==> src/rtl/seg_scan_capture_pkg.sv <==
// Shared constants and helpers for the 7-segment scan receiver.
// Segment patterns match the display driver's active-low encoding.
package seg_scan_capture_pkg;

    localparam int NUM_DIGITS = 4;
    localparam int VALUE_W    = 14;

    localparam logic [6:0] SEG_0    = 7'h40;
    localparam logic [6:0] SEG_1    = 7'h79;
    localparam logic [6:0] SEG_2    = 7'h24;
    localparam logic [6:0] SEG_3    = 7'h30;
    localparam logic [6:0] SEG_4    = 7'h19;
    localparam logic [6:0] SEG_5    = 7'h12;
    localparam logic [6:0] SEG_6    = 7'h02;
    localparam logic [6:0] SEG_7    = 7'h78;
    localparam logic [6:0] SEG_8    = 7'h00;
    localparam logic [6:0] SEG_9    = 7'h10;
    localparam logic [6:0] SEG_DASH = 7'h3f;

    typedef enum logic [1:0] {
        COLLECT = 2'd0,
        CONVERT = 2'd1,
        PRESENT = 2'd2
    } state_e;

    // True when exactly one anode line is driven low.
    function automatic logic is_one_hot_low(input logic [3:0] an);
        case (an)
            4'b1110, 4'b1101, 4'b1011, 4'b0111: is_one_hot_low = 1'b1;
            default:                            is_one_hot_low = 1'b0;
        endcase
    endfunction

endpackage

==> src/rtl/seg_scan_capture_decode.sv <==
// Combinational segment-pattern to digit decoder; unknown patterns give 0xF with ok low.
module seg_pattern_decode
    import seg_scan_capture_pkg::*;
(
    input  logic [6:0] seg,
    output logic [3:0] digit,
    output logic       ok
);

    // Table lookup of the ten legal digit patterns.
    always_comb begin
        digit = 4'hF;
        ok    = 1'b1;
        case (seg)
            SEG_0:   digit = 4'd0;
            SEG_1:   digit = 4'd1;
            SEG_2:   digit = 4'd2;
            SEG_3:   digit = 4'd3;
            SEG_4:   digit = 4'd4;
            SEG_5:   digit = 4'd5;
            SEG_6:   digit = 4'd6;
            SEG_7:   digit = 4'd7;
            SEG_8:   digit = 4'd8;
            SEG_9:   digit = 4'd9;
            default: begin
                digit = 4'hF;
                ok    = 1'b0;
            end
        endcase
    end

endmodule

==> src/rtl/seg_scan_capture.sv <==
// Samples a multiplexed 7-segment display, captures steady digits and
// presents complete 4-digit frames as BCD and binary.
module seg_scan_capture
    import seg_scan_capture_pkg::*;
#(
    parameter int STABLE_CYCLES = 256
) (
    input  logic                 clk,
    input  logic                 reset,
    input  logic [3:0]           an,
    input  logic [6:0]           seg,
    output logic [VALUE_W-1:0]   value,
    output logic [15:0]          bcd,
    output logic                 valid,
    output logic                 error,
    output logic [NUM_DIGITS-1:0] captured
);

    // Capture fires on the edge where the counter steps to STABLE_CYCLES-1.
    localparam logic [15:0] CAP_CNT = 16'(STABLE_CYCLES - 2);

    logic [3:0]         an_meta_r, an_sync_r, an_prev_r;
    logic [6:0]         seg_meta_r, seg_sync_r, seg_prev_r;
    logic [15:0]        stable_cnt_r;
    logic               armed_r;
    logic [15:0]        digits_r, shadow_digits_r;
    logic [3:0]         bad_r, shadow_bad_r;
    state_e             state_r;
    logic [1:0]         step_r;
    logic [VALUE_W-1:0] acc_r;

    logic               one_hot_s, same_s, capture_s, snapshot_s, dec_ok_s;
    logic [3:0]         dec_digit_s, conv_digit_s, captured_next_s;

    seg_pattern_decode u_decode (
        .seg   (seg_sync_r),
        .digit (dec_digit_s),
        .ok    (dec_ok_s)
    );

    assign one_hot_s  = is_one_hot_low(an_sync_r);
    assign same_s     = ({an_sync_r, seg_sync_r} == {an_prev_r, seg_prev_r});
    assign capture_s  = one_hot_s && same_s && armed_r && (stable_cnt_r == CAP_CNT);
    assign snapshot_s = (state_r == COLLECT) && (captured == 4'b1111);

    // Next captured mask: snapshot clears, a capture sets the active position.
    always_comb begin
        captured_next_s = snapshot_s ? 4'b0000 : captured;
        if (capture_s) begin
            captured_next_s = captured_next_s | ~an_sync_r;
        end else begin
            captured_next_s = captured_next_s;
        end
    end

    // Digit fed to the accumulator, most significant first.
    always_comb begin
        case (step_r)
            2'd0:    conv_digit_s = shadow_digits_r[15:12];
            2'd1:    conv_digit_s = shadow_digits_r[11:8];
            2'd2:    conv_digit_s = shadow_digits_r[7:4];
            2'd3:    conv_digit_s = shadow_digits_r[3:0];
            default: conv_digit_s = 4'd0;
        endcase
    end

    // Two-flop synchronizer and previous-sample register.
    always_ff @(posedge clk or posedge reset) begin
        if (reset) begin
            an_meta_r  <= 4'd0;
            an_sync_r  <= 4'd0;
            an_prev_r  <= 4'd0;
            seg_meta_r <= 7'd0;
            seg_sync_r <= 7'd0;
            seg_prev_r <= 7'd0;
        end else begin
            an_meta_r  <= an;
            an_sync_r  <= an_meta_r;
            an_prev_r  <= an_sync_r;
            seg_meta_r <= seg;
            seg_sync_r <= seg_meta_r;
            seg_prev_r <= seg_sync_r;
        end
    end

    // Stability counter and once-per-hold arming.
    always_ff @(posedge clk or posedge reset) begin
        if (reset) begin
            stable_cnt_r <= 16'd0;
            armed_r      <= 1'b1;
        end else if (!one_hot_s || !same_s) begin
            stable_cnt_r <= 16'd0;
            armed_r      <= 1'b1;
        end else begin
            stable_cnt_r <= (stable_cnt_r == 16'hFFFF) ? stable_cnt_r : stable_cnt_r + 16'd1;
            armed_r      <= capture_s ? 1'b0 : armed_r;
        end
    end

    // Per-position digit registers and captured mask.
    always_ff @(posedge clk or posedge reset) begin
        if (reset) begin
            digits_r <= 16'd0;
            bad_r    <= 4'd0;
            captured <= 4'd0;
        end else begin
            captured <= captured_next_s;
            for (int i = 0; i < NUM_DIGITS; i++) begin
                if (capture_s && !an_sync_r[i]) begin
                    digits_r[i*4 +: 4] <= dec_digit_s;
                    bad_r[i]           <= ~dec_ok_s;
                end
            end
        end
    end

    // Frame FSM: snapshot, decimal accumulate, present.
    always_ff @(posedge clk or posedge reset) begin
        if (reset) begin
            state_r         <= COLLECT;
            step_r          <= 2'd0;
            acc_r           <= '0;
            shadow_digits_r <= 16'd0;
            shadow_bad_r    <= 4'd0;
            value           <= '0;
            bcd             <= 16'd0;
            valid           <= 1'b0;
            error           <= 1'b0;
        end else begin
            valid <= 1'b0;
            case (state_r)
                COLLECT: begin
                    if (snapshot_s) begin
                        shadow_digits_r <= digits_r;
                        shadow_bad_r    <= bad_r;
                        acc_r           <= '0;
                        step_r          <= 2'd0;
                        state_r         <= CONVERT;
                    end
                end
                CONVERT: begin
                    acc_r  <= (acc_r << 3) + (acc_r << 1) + {10'd0, conv_digit_s};
                    step_r <= step_r + 2'd1;
                    if (step_r == 2'd3) begin
                        state_r <= PRESENT;
                    end
                end
                PRESENT: begin
                    value   <= (|shadow_bad_r) ? '0 : acc_r;
                    bcd     <= shadow_digits_r;
                    error   <= |shadow_bad_r;
                    valid   <= 1'b1;
                    state_r <= COLLECT;
                end
                default: state_r <= COLLECT;
            endcase
        end
    end

endmodule

==> config.mk <==
export PLATFORM = sky130hd
export DESIGN_NAME = seg_scan_capture
export DESIGN_NICKNAME = d
export VERILOG_FILES = /design/src/rtl/seg_scan_capture_pkg.sv /design/src/rtl/seg_scan_capture_decode.sv /design/src/rtl/seg_scan_capture.sv
export SDC_FILE = /design/constraint.sdc
export NUM_CORES = 1
export LEC_CHECK = 0
export CAP_MARGIN = 0
export CORE_ASPECT_RATIO = 0.5
export CORE_MARGIN = 3
export CORE_UTILIZATION = 30
export DETAILED_ROUTE_END_ITERATION = 7
export HOLD_SLACK_MARGIN = 0.08
export PLACE_DENSITY = 0.49
export SETUP_SLACK_MARGIN = 0.3
export SLEW_MARGIN = 20
export SYNTH_ARGS = -nofsm -noshare
export SYNTH_HDL_FRONTEND = slang
export SYNTH_SLANG_ARGS = --single-unit
==> constraint.sdc <==
create_clock -name clk -period 5.9 [get_ports clk]
set_clock_uncertainty 0.1 [all_clocks]
set_input_delay 0.59 -clock clk [delete_from_list [all_inputs] [get_ports clk]]
set_output_delay 0.59 -clock clk [all_outputs]
set_load 0.02 [all_outputs]
=== Word-level counts from Yosys, hierarchy flattened ===
Cells that the tools add are included.

* Memory bits (read-only): 0
* Word-level logic and storage cells: 103
* Bits in registers: 144
* Latch bits: 0
* Bits in writable memories: 0
* Memories: 0

* Reductions and logical operators: 26
* Add/sub/neg operators: 4
* Multiply operators: 0
* Bitwise operators: 3
* $lt $le $gt $ge: 0
* Shifts and indexed selects: 0
* Div/mod/pow operators: 0
* Muxes and demuxes: 19
* Equality and inequality tests: 25

{| class="wikitable"
|+ Operator list
! cell !! count
|-
| case mux 4 bit (10 select lines) || 1
|-
| two-way mux 16 bit || 2
|-
| two-way mux 14 bit || 2
|-
| case mux 14 bit (2 select lines) || 1
|-
| == test 7 x 5 -> 1 bit, second input constant || 3
|-
| == test 7 bit, second input constant || 3
|-
| adder 16 x 1 -> 16 bit, second input constant || 1
|-
| == test 16 bit, second input constant || 1
|-
| == test 16 x 8 -> 1 bit, second input constant || 1
|-
| == test 4 bit, second input constant || 4
|-
| case mux 4 bit (4 select lines) || 1
|-
| adder 14 bit || 1
|-
| adder 14 x 4 -> 14 bit || 1
|-
| == test 7 x 6 -> 1 bit, second input constant || 2
|-
| == test 11 bit || 1
|-
| OR reduction 10 bit || 1
|-
| logical AND 1 bit || 8
|-
| two-way mux 4 bit || 2
|-
| case mux 2 bit (2 select lines) || 2
|-
| OR reduction 4 bit || 2
|-
| == test 7 x 2 -> 1 bit, second input constant || 1
|-
| zero test 7 bit || 1
|-
| == test 2 bit, second input constant || 3
|-
| zero test 1 bit || 6
|-
| 13 further kinds || 26
|}

=== Logic depth before layout (Yosys ltp) ===
Gate-level depths: netlist (run 1).

* Depth in word-level cells: 8
* Depth in mapped cells: 14

=== Hierarchy ===
A second synthesis (run 1) with hierarchy kept.

* Cell total of the unflattened synthesis: 579
* Area, all modules: 6470.0 um^2

{| class="wikitable"
|+ Modules (own cells, without submodules)
! module !! seq. area each (um^2) !! times used !! area each (um^2) !! cells an instance
|-
| seg_scan_capture || 3604.7 || 1 || 6293.5 || 552
|-
| seg_pattern_decode || 0.0 || 1 || 176.4 || 27
|}

=== Least setup slack after synthesis (run 1) ===
Ideal clock, no wire load.

* Kind: register to register
* Start: reg step_r[0]
* End: reg acc_r[12]
* Data required time: 5663 ps
* Buffers on the path: 0
* Path slack: 2695 ps
* Arrival: 2969 ps
* Stages on the path, launching flop included: 13
* Path through: dfrtp_1 ha_1 a222oi_1 mux2i_1 ha_1 ha_1 fa_1 a21o_1 a211oi_1 o21ai_0 a31oi_1 xor2_1 o21ai_0

* Cells in the longest elaborated chain, start to end: 4
* Elaborated cells between the ends (all ways): 7
* Those cells by class: 1 x add/sub; 3 x eq/ne; 2 x mux; 1 x reduce/logical

{| class="wikitable"
|+ RTL lines
! element !! RTL line !! text
|-
| start: declaration || seg_scan_capture.sv:29 || <nowiki>logic [1:0] step_r;</nowiki>
|-
| start signal: assignment || seg_scan_capture.sv:143 || <nowiki>step_r <= step_r + 2'd1;</nowiki>
|-
| == test 2 bit, or another cell as far along || seg_scan_capture.sv:58 || <nowiki>case (step_r)</nowiki>
|-
| case mux 4 bit (4 select lines) * || seg_scan_capture.sv:58 ||
|-
| adder 14 x 4 -> 14 bit * || seg_scan_capture.sv:142 || <nowiki>acc_r <= (acc_r << 3) + (acc_r << 1) + {10'd0, conv_digit_s};</nowiki>
|-
| case mux 14 bit (2 select lines) * || seg_scan_capture.sv:131 || <nowiki>case (state_r)</nowiki>
|-
| end signal: assignment || seg_scan_capture.sv:142 ||
|-
| end: declaration || seg_scan_capture.sv:30 || <nowiki>logic [VALUE_W-1:0] acc_r;</nowiki>
|}

Mark *: on every way between the ends. The rest lies on a longest branch, timed or not.
A chain may end at the register's enable or synchronous reset.

=== Final worst setup path (run 1) ===
* Start: reg step_r[0]
* End: reg acc_r[10]

Same word-level chain as after synthesis.

==> out/metrics.cfg, run 1 <==
[run_status]
status = finished clean

[placement]
port_buffers = 48
dpl_cell_area_mm2 = 0.00710
dp_cells = 874
place.gp.congestion = 0.794
place_hpwl_um = 9200

[worst_setup_path]
worstSetupPathType = reg -> reg
critPathArrivalTime_ns = 3.78
crit_path_frequent_cell = ha_1
slowest_delay_ns = 0.42
cp_cell_sequence = ha_1 > a222oi_1 > mux2i_1 > ha_1 > ha_1 > fa_1 > a21o_1 > a211oi_1 > o21ai_0 > a31oi_1 > xor2_1 > o21ai_0
crit_path_max_fanout = 6
crit_family = compound AO/OA/AOI/OAI gates
crit_slowest_cell = dfrtp_1
worst-path-buf-inv = 0
crit_path_end_kind = flop
worst_ep_required_time_ns = 6.09
worstSetupStartpointType = flop

[grt]
grt_max_degree = 101
gr-total-overflow = 0
antenna_found_initial = 0
grt_pass1_wl_um = 22900
grt.total_usage = 0.126
first_global_vias = 4371

[layout]
final_nets = 670
area_growth_pct = 21.7
stdcell_area_mm2 = 0.00769
n_antenna_cell = 0
layout-drive-gt1-share = 0.110
nFillCells = 1956
stdcell_count = 905

[die]
fp.dieW_um = 211
io_pins = 49
design.core.area_mm2 = 0.0200
start_util = 0.315
fp-row-count = 36
die-area_mm2 = 0.0229
die_h_um = 109

[timing]
slew_violations = 0
rsz0062_at_grt = false
hold_viol = 0
period_share = 0.608
min_period_ns = 3.59
worst_pin_slew_ns = 0.936
fin_tns_setup_ns = 0
max_freq_mhz = 279
relSlewSlack = 0.376
setup_viol = 0

[power_and_ir_drop]
irDropWorstVdd_uv = 154
p_per_area_mw_per_mm2 = 279
p_leak_nw = 3.68

[synthesis]
synth_area_mm2 = 0.00632
yosys_register_bits = 144
async_reset_ff_frac = 1.00
synth_most_common_cell = dfrtp_1
yosys-top-cells-count = dfrtp_1, nand2_1, nor2_1, o21ai_0, ha_1
synthDistinctLibCells = 49
syn_nets = 618
synthFlopType = dfrtp_1
postSynthCellCount = 575
synth_top_cell_area_share = 0.566
yosysTopAreaCell = dfrtp_1
yosys-top-cells-area = dfrtp_1, nand2_1, ha_1
yosys_warnings = 0
synth_area_per_cell_um2 = 11.0
yosysSeqAreaShare = 0.571
synth_edf_count = 0

[clock_tree]
clk_latency_ns = 0.42
cts_made_buffers = 17
h-tree-depth = 4
tritoncts = built
holdBufCountCts = 0
cts.sinks = 144
post_cts_resized = 0
cts_setup_buffers = 0
cts.clk_slew.worst_paths_ns = 0.06
clockRootBuffer = clkbuf_16
clockBufferDepth = 2

[route]
ant_nets = 0
firstDrtPassIters = 4
remaining_drc_errors = 0
vias = 4287
via_per_inst = 4.74
wl_per_cell_um = 14.9
drt-initial-drc-count = 214
drt-total-wl_um = 13500

[flow_run]
max-cap-violations = 0

[min_path]
hp-class = reg -> reg

## kinds of logic (layout without fill, tap and decap cells)
| kind of cell | after synthesis | count (layout) | share of synthesized area |
|---|---|---|---|
| compound gates | 87 | 87 | 0.0943 |
| xor+xnor | 33 | 33 | 0.0458 |
| fa+ha+maj | 30 | 30 | 0.0618 |
| buf+inv | 33 | 97 | 0.0208 |
| flops | 144 | 144 | 0.571 |
| mux | 24 | 24 | 0.0420 |
| simple gates | 224 | 224 | 0.165 |
## final cells by class
cell class	instances	area (µm²)	area share
Timing Repair Buffer	53	518	0.0674
Clock buffer	18	429	0.0558
Multi-Input combinational cell	398	2590	0.337
Inverter	13	53.8	0.00700
Tap cell	266	333	0.0433
Sequential cell	144	3600	0.469
Clock inverter	13	163	0.0212
## registers in the layout (all words and copies together) (netlist names)
name,flops
acc_r,14
error,1
stable_cnt_r,16
shadow_digits_r,16
seg_meta_r,7
shadow_bad_r,4
armed_r,1
an_sync_r,4
an_prev_r,4
seg_prev_r,7
seg_sync_r,7
value,14
an_meta_r,4
captured,4
step_r,2
bcd,16
state_r,2
valid,1
digits_r,16
bad_r,4
## path summary, 6_finish.rpt
path	start	end	slack, ns	cells after the start
setup / recovery	step_r[0]	acc_r[10]	2.31	12
hold / removal	seg_meta_r[4]	seg_sync_r[4]	0.25	0
setup reg to reg	step_r[0]	acc_r[10]	2.31	12
hold reg to reg	seg_meta_r[4]	seg_sync_r[4]	0.25	0
max in group asynchronous	reset	armed_r	3.89	3
min in group asynchronous	reset	stable_cnt_r[11]	0.63	2
## per-stage QoR
step	power [mW]	setup WS, ns	hold WS [ns]	util
2_1_floorplan	1.05	1.35	0.231	-
3_3_place_gp	1.07	2.45	0.236	0.354
3_5_place_dp	1.07	2.33	0.236	0.354
4_1_cts	2.18	2.32	0.250	0.384
5_1_grt	2.23	2.08	0.257	0.384
6_report	2.14	2.31	0.247	0.384
## cell usage in the layout (no fill, tap or decap), types with 3 or more instances in the layout
| cell | n |
|---|---|
| a222oi_1 | 4 |
| nand4_1 | 5 |
| a211oi_1 | 5 |
| xor2_1 | 24 |
| nor4_1 | 3 |
| a31oi_1 | 6 |
| nand2b_1 | 3 |
| nor3_1 | 7 |
| clkinvlp_4 | 3 |
| clkdlybuf4s50_1 | 48 |
| clkinv_2 | 3 |
| mux2_2 | 20 |
| a21oi_1 | 8 |
| dfrtp_1 | 143 |
| nand2_1 | 127 |
| inv_1 | 12 |
| and4_1 | 4 |
| ha_1 | 28 |
| clkbuf_16 | 17 |
| a22o_1 | 14 |
| inv_6 | 3 |
| bufinv_16 | 3 |
| o21ai_0 | 29 |
| mux2i_1 | 4 |
| nand3_1 | 18 |
| buf_4 | 5 |
| and3_1 | 5 |
| nor2_4 | 4 |
| a21o_1 | 9 |
| nor2_1 | 29 |
| xnor2_1 | 9 |
| nor2b_1 | 4 |
## layer usage
metal	vias up	global-route usage	part of all wire
met5	-	0	0
met4	0	0.0473	0.014
met3	15	0.0310	0.028
met2	59	0.194	0.45
met1	2110	0.173	0.51
li1	2103	-	-
## worst register-to-register path: stages (launching register included)
cell	delay (ns)
dfrtp_1	0.42
ha_1	0.28
a222oi_1	0.39
mux2i_1	0.14
ha_1	0.29
ha_1	0.23
fa_1	0.41
a21o_1	0.19
a211oi_1	0.38
o21ai_0	0.16
a31oi_1	0.22
xor2_1	0.16
o21ai_0	0.09
## power breakdown
group	switching [mW]	internal [mW]
combinational	0.0281	0.0154
clock	0.427	0.664
sequential	0.0112	0.999
Note: power is estimated with default switching activity, not from simulation.
==> run 2, diff against run 1 <==
Settings changed: PLACE_DENSITY 0.49 to 0.5.
Clock period 5.9 ns to 3 ns, I/O delays scaled along.
==> run 2 against run 1 <==
  * The run now ends with setup timing left
  * Core utilization is 1.5 points higher
  * Combinational power is 110% higher
  * Largest power group unchanged
  * Worst hold slack worse by 0.028 ns
  * Clock power is 96% higher
  * Largest cell class unchanged
  * Worst setup slack worse by 2.6 ns
==> out/metrics.cfg, run 2 (same netlist as run 1, synthesis figures left out) <==
[grt]
grt_max_degree = 63  ; -38%
busiest_layer = met2
met2_usage = 0.203  ; +0.00928
antenna_found_initial = 0  ; unchanged
first_global_vias = 4490  ; +2.7%
met1_usage = 0.177  ; +0.00363
use_met3 = 0.0308  ; -0.000287
gr-total-overflow = 0  ; unchanged
grt.total_usage = 0.129  ; +0.00333
grt_pass1_wl_um = 23400  ; +2.0%

[placement]
port_buffers = 48  ; unchanged
place.gp.congestion = 0.795  ; +0.16%
place_hpwl_um = 9300  ; +1.1%
place_ws_ns = -0.291  ; -2.62 ns

[clock_tree]
cts.sinks = 144  ; unchanged
cts_made_buffers = 17  ; unchanged
h-tree-depth = 4  ; unchanged
clk_latency_ns = 0.42  ; about the same
tritoncts = built
clockRootBuffer = clkbuf_16
clockBufferDepth = 2  ; unchanged
cts.clk_slew.worst_paths_ns = 0.06  ; about the same

[die]
design.core.area_mm2 = 0.0200  ; unchanged
die-area_mm2 = 0.0229  ; unchanged
fp-row-count = 36  ; unchanged
die_h_um = 109  ; unchanged
fp.dieW_um = 211  ; unchanged
start_util = 0.315  ; unchanged
io_pins = 49  ; unchanged

[timing]
hold_ws_ns = 0.219  ; -0.0282 ns
slew_violations = 0  ; unchanged
fin_ws_ns = -0.245  ; -2.56 ns
worst_pin_slew_ns = 0.602  ; -0.335 ns
hold_viol = 0  ; unchanged
max_freq_mhz = 308  ; +11%
min_period_ns = 3.24  ; -0.345 ns
period_share = 1.08  ; +0.473
rsz0062_at_grt = true
setup_viol = 8  ; +8
relSlewSlack = 0.599  ; +0.223

[layout]
layout-drive-gt1-share = 0.157  ; +0.0472
final_nets = 687  ; +2.5%
n_antenna_cell = 0  ; unchanged
nFillCells = 1932  ; -1.2%
layout.cells.most_common = dfrtp_1
area_growth_pct = 26.4
final_cell_mix = dfrtp_1, nand2_1, clkdlybuf4s50_1

[route]
drt-total-wl_um = 13600  ; +1.1%
ant_nets = 0  ; unchanged
vias = 4321  ; +0.79%
wl_per_cell_um = 14.7  ; -0.86%
firstDrtPassIters = 5  ; +1
remaining_drc_errors = 0  ; unchanged
drt-initial-drc-count = 218  ; +1.9%
via_per_inst = 4.68  ; -1.2%

[worst_setup_path]
worst_ep_required_time_ns = 3.20  ; -2.89 ns
critPathArrivalTime_ns = 3.44  ; -0.34 ns
crit_path_end_kind = flop
crit_path_max_fanout = 5  ; -1
worstSetupStartpointType = flop
worstSetupPathType = reg -> reg

[power_and_ir_drop]
p_leak_nw = 3.77  ; +2.5%
irDropWorstVdd_uv = 290  ; +88%
p_per_area_mw_per_mm2 = 528  ; +90%

[flow_run]
max-cap-violations = 0  ; unchanged

[run_status]
status = finished with violations
violations = setup timing

[min_path]
hp-class = in -> reg

run 2: what timing repair did:
action / CTS / global route
resized for setup: 17 / 7
pin swaps: 8 / 7
setup endpoints to repair: 9 / 9
setup buffers: 4 / 4
cloned: 0 / 0
hold endpoints to repair: 4 / 0
hold buffers: 1 / 0
run 2: path summary, 6_finish.rpt:
| kind | endpoint | cells past startpoint | slack (ns) | start |
|---|---|---|---|---|
| min in group asynchronous | captured[1] | 3 | 0.61 | reset |
| max in group asynchronous | value[13] | 4 | 1.50 | reset |
| worst max-delay path | acc_r[13] | 14 | -0.24 | step_r[1] |
| worst max register to register | acc_r[13] | 14 | -0.24 | step_r[1] |
| worst min register to register | seg_sync_r[2] | 0 | 0.25 | seg_meta_r[2] |
| worst min-delay path | seg_meta_r[1] | 1 | 0.22 | seg[1] |
run 2: critical path, cell delays in order (launching register included):
cell      delay [ns]
dfrtp_2         0.45
ha_4            0.19
a222oi_1        0.33
nand2_1         0.11
o21ai_2         0.08
fa_1            0.45
inv_2           0.11
buf_12          0.10
ha_4            0.18
a21o_1          0.18
nand4_1         0.11
nand3_2         0.15
a311oi_2        0.31
mux2i_1         0.22
nand2_1         0.07
run 2: cell type report:
| type | count | area [µm²] | share of cell area |
|---|---|---|---|
| Clock buffer | 22 | 454 | 0.0569 |
| Clock inverter | 10 | 138 | 0.0172 |
| Inverter | 13 | 52.6 | 0.00658 |
| Multi-Input combinational cell | 398 | 2700 | 0.339 |
| Sequential cell | 144 | 3610 | 0.452 |
| Tap cell | 266 | 333 | 0.0417 |
| Timing Repair Buffer | 70 | 697 | 0.0873 |
run 2: per-stage QoR:
step	util	setup TNS (ns)	cell area, µm²	instances	power [mW]
CTS	0.394	-0.876	7890	919	4.28
floorplan	-	0	6360	575	2.07
detailed placement	0.360	-1.31	7220	882	2.12
finish	0.398	-1.24	7980	923	4.22
global placement	0.360	-0.690	7220	882	2.12
global route	0.398	-2.45	7980	923	4.39
run 2: per-layer routing:
layer,up-vias,routed length (µm)
li1,2138,-
met1,2120,6760
met2,48,6290
met3,15,370
met4,0,174
met5,-,0
run 2: power breakdown:
group | internal, mW | switching, mW | leakage [nW]
registers | 1.97 | 0.0217 | 1.93
logic | 0.0364 | 0.0555 | 1.56
clock network | 1.33 | 0.813 | 0.284
==> run 3, diff against run 2 <==
Settings changed: ABC_CLOCK_PERIOD_IN_PS set to 3000.
==> results of run 3 <==
No change in the layout: final DEF, timing and power equal those of run 2.
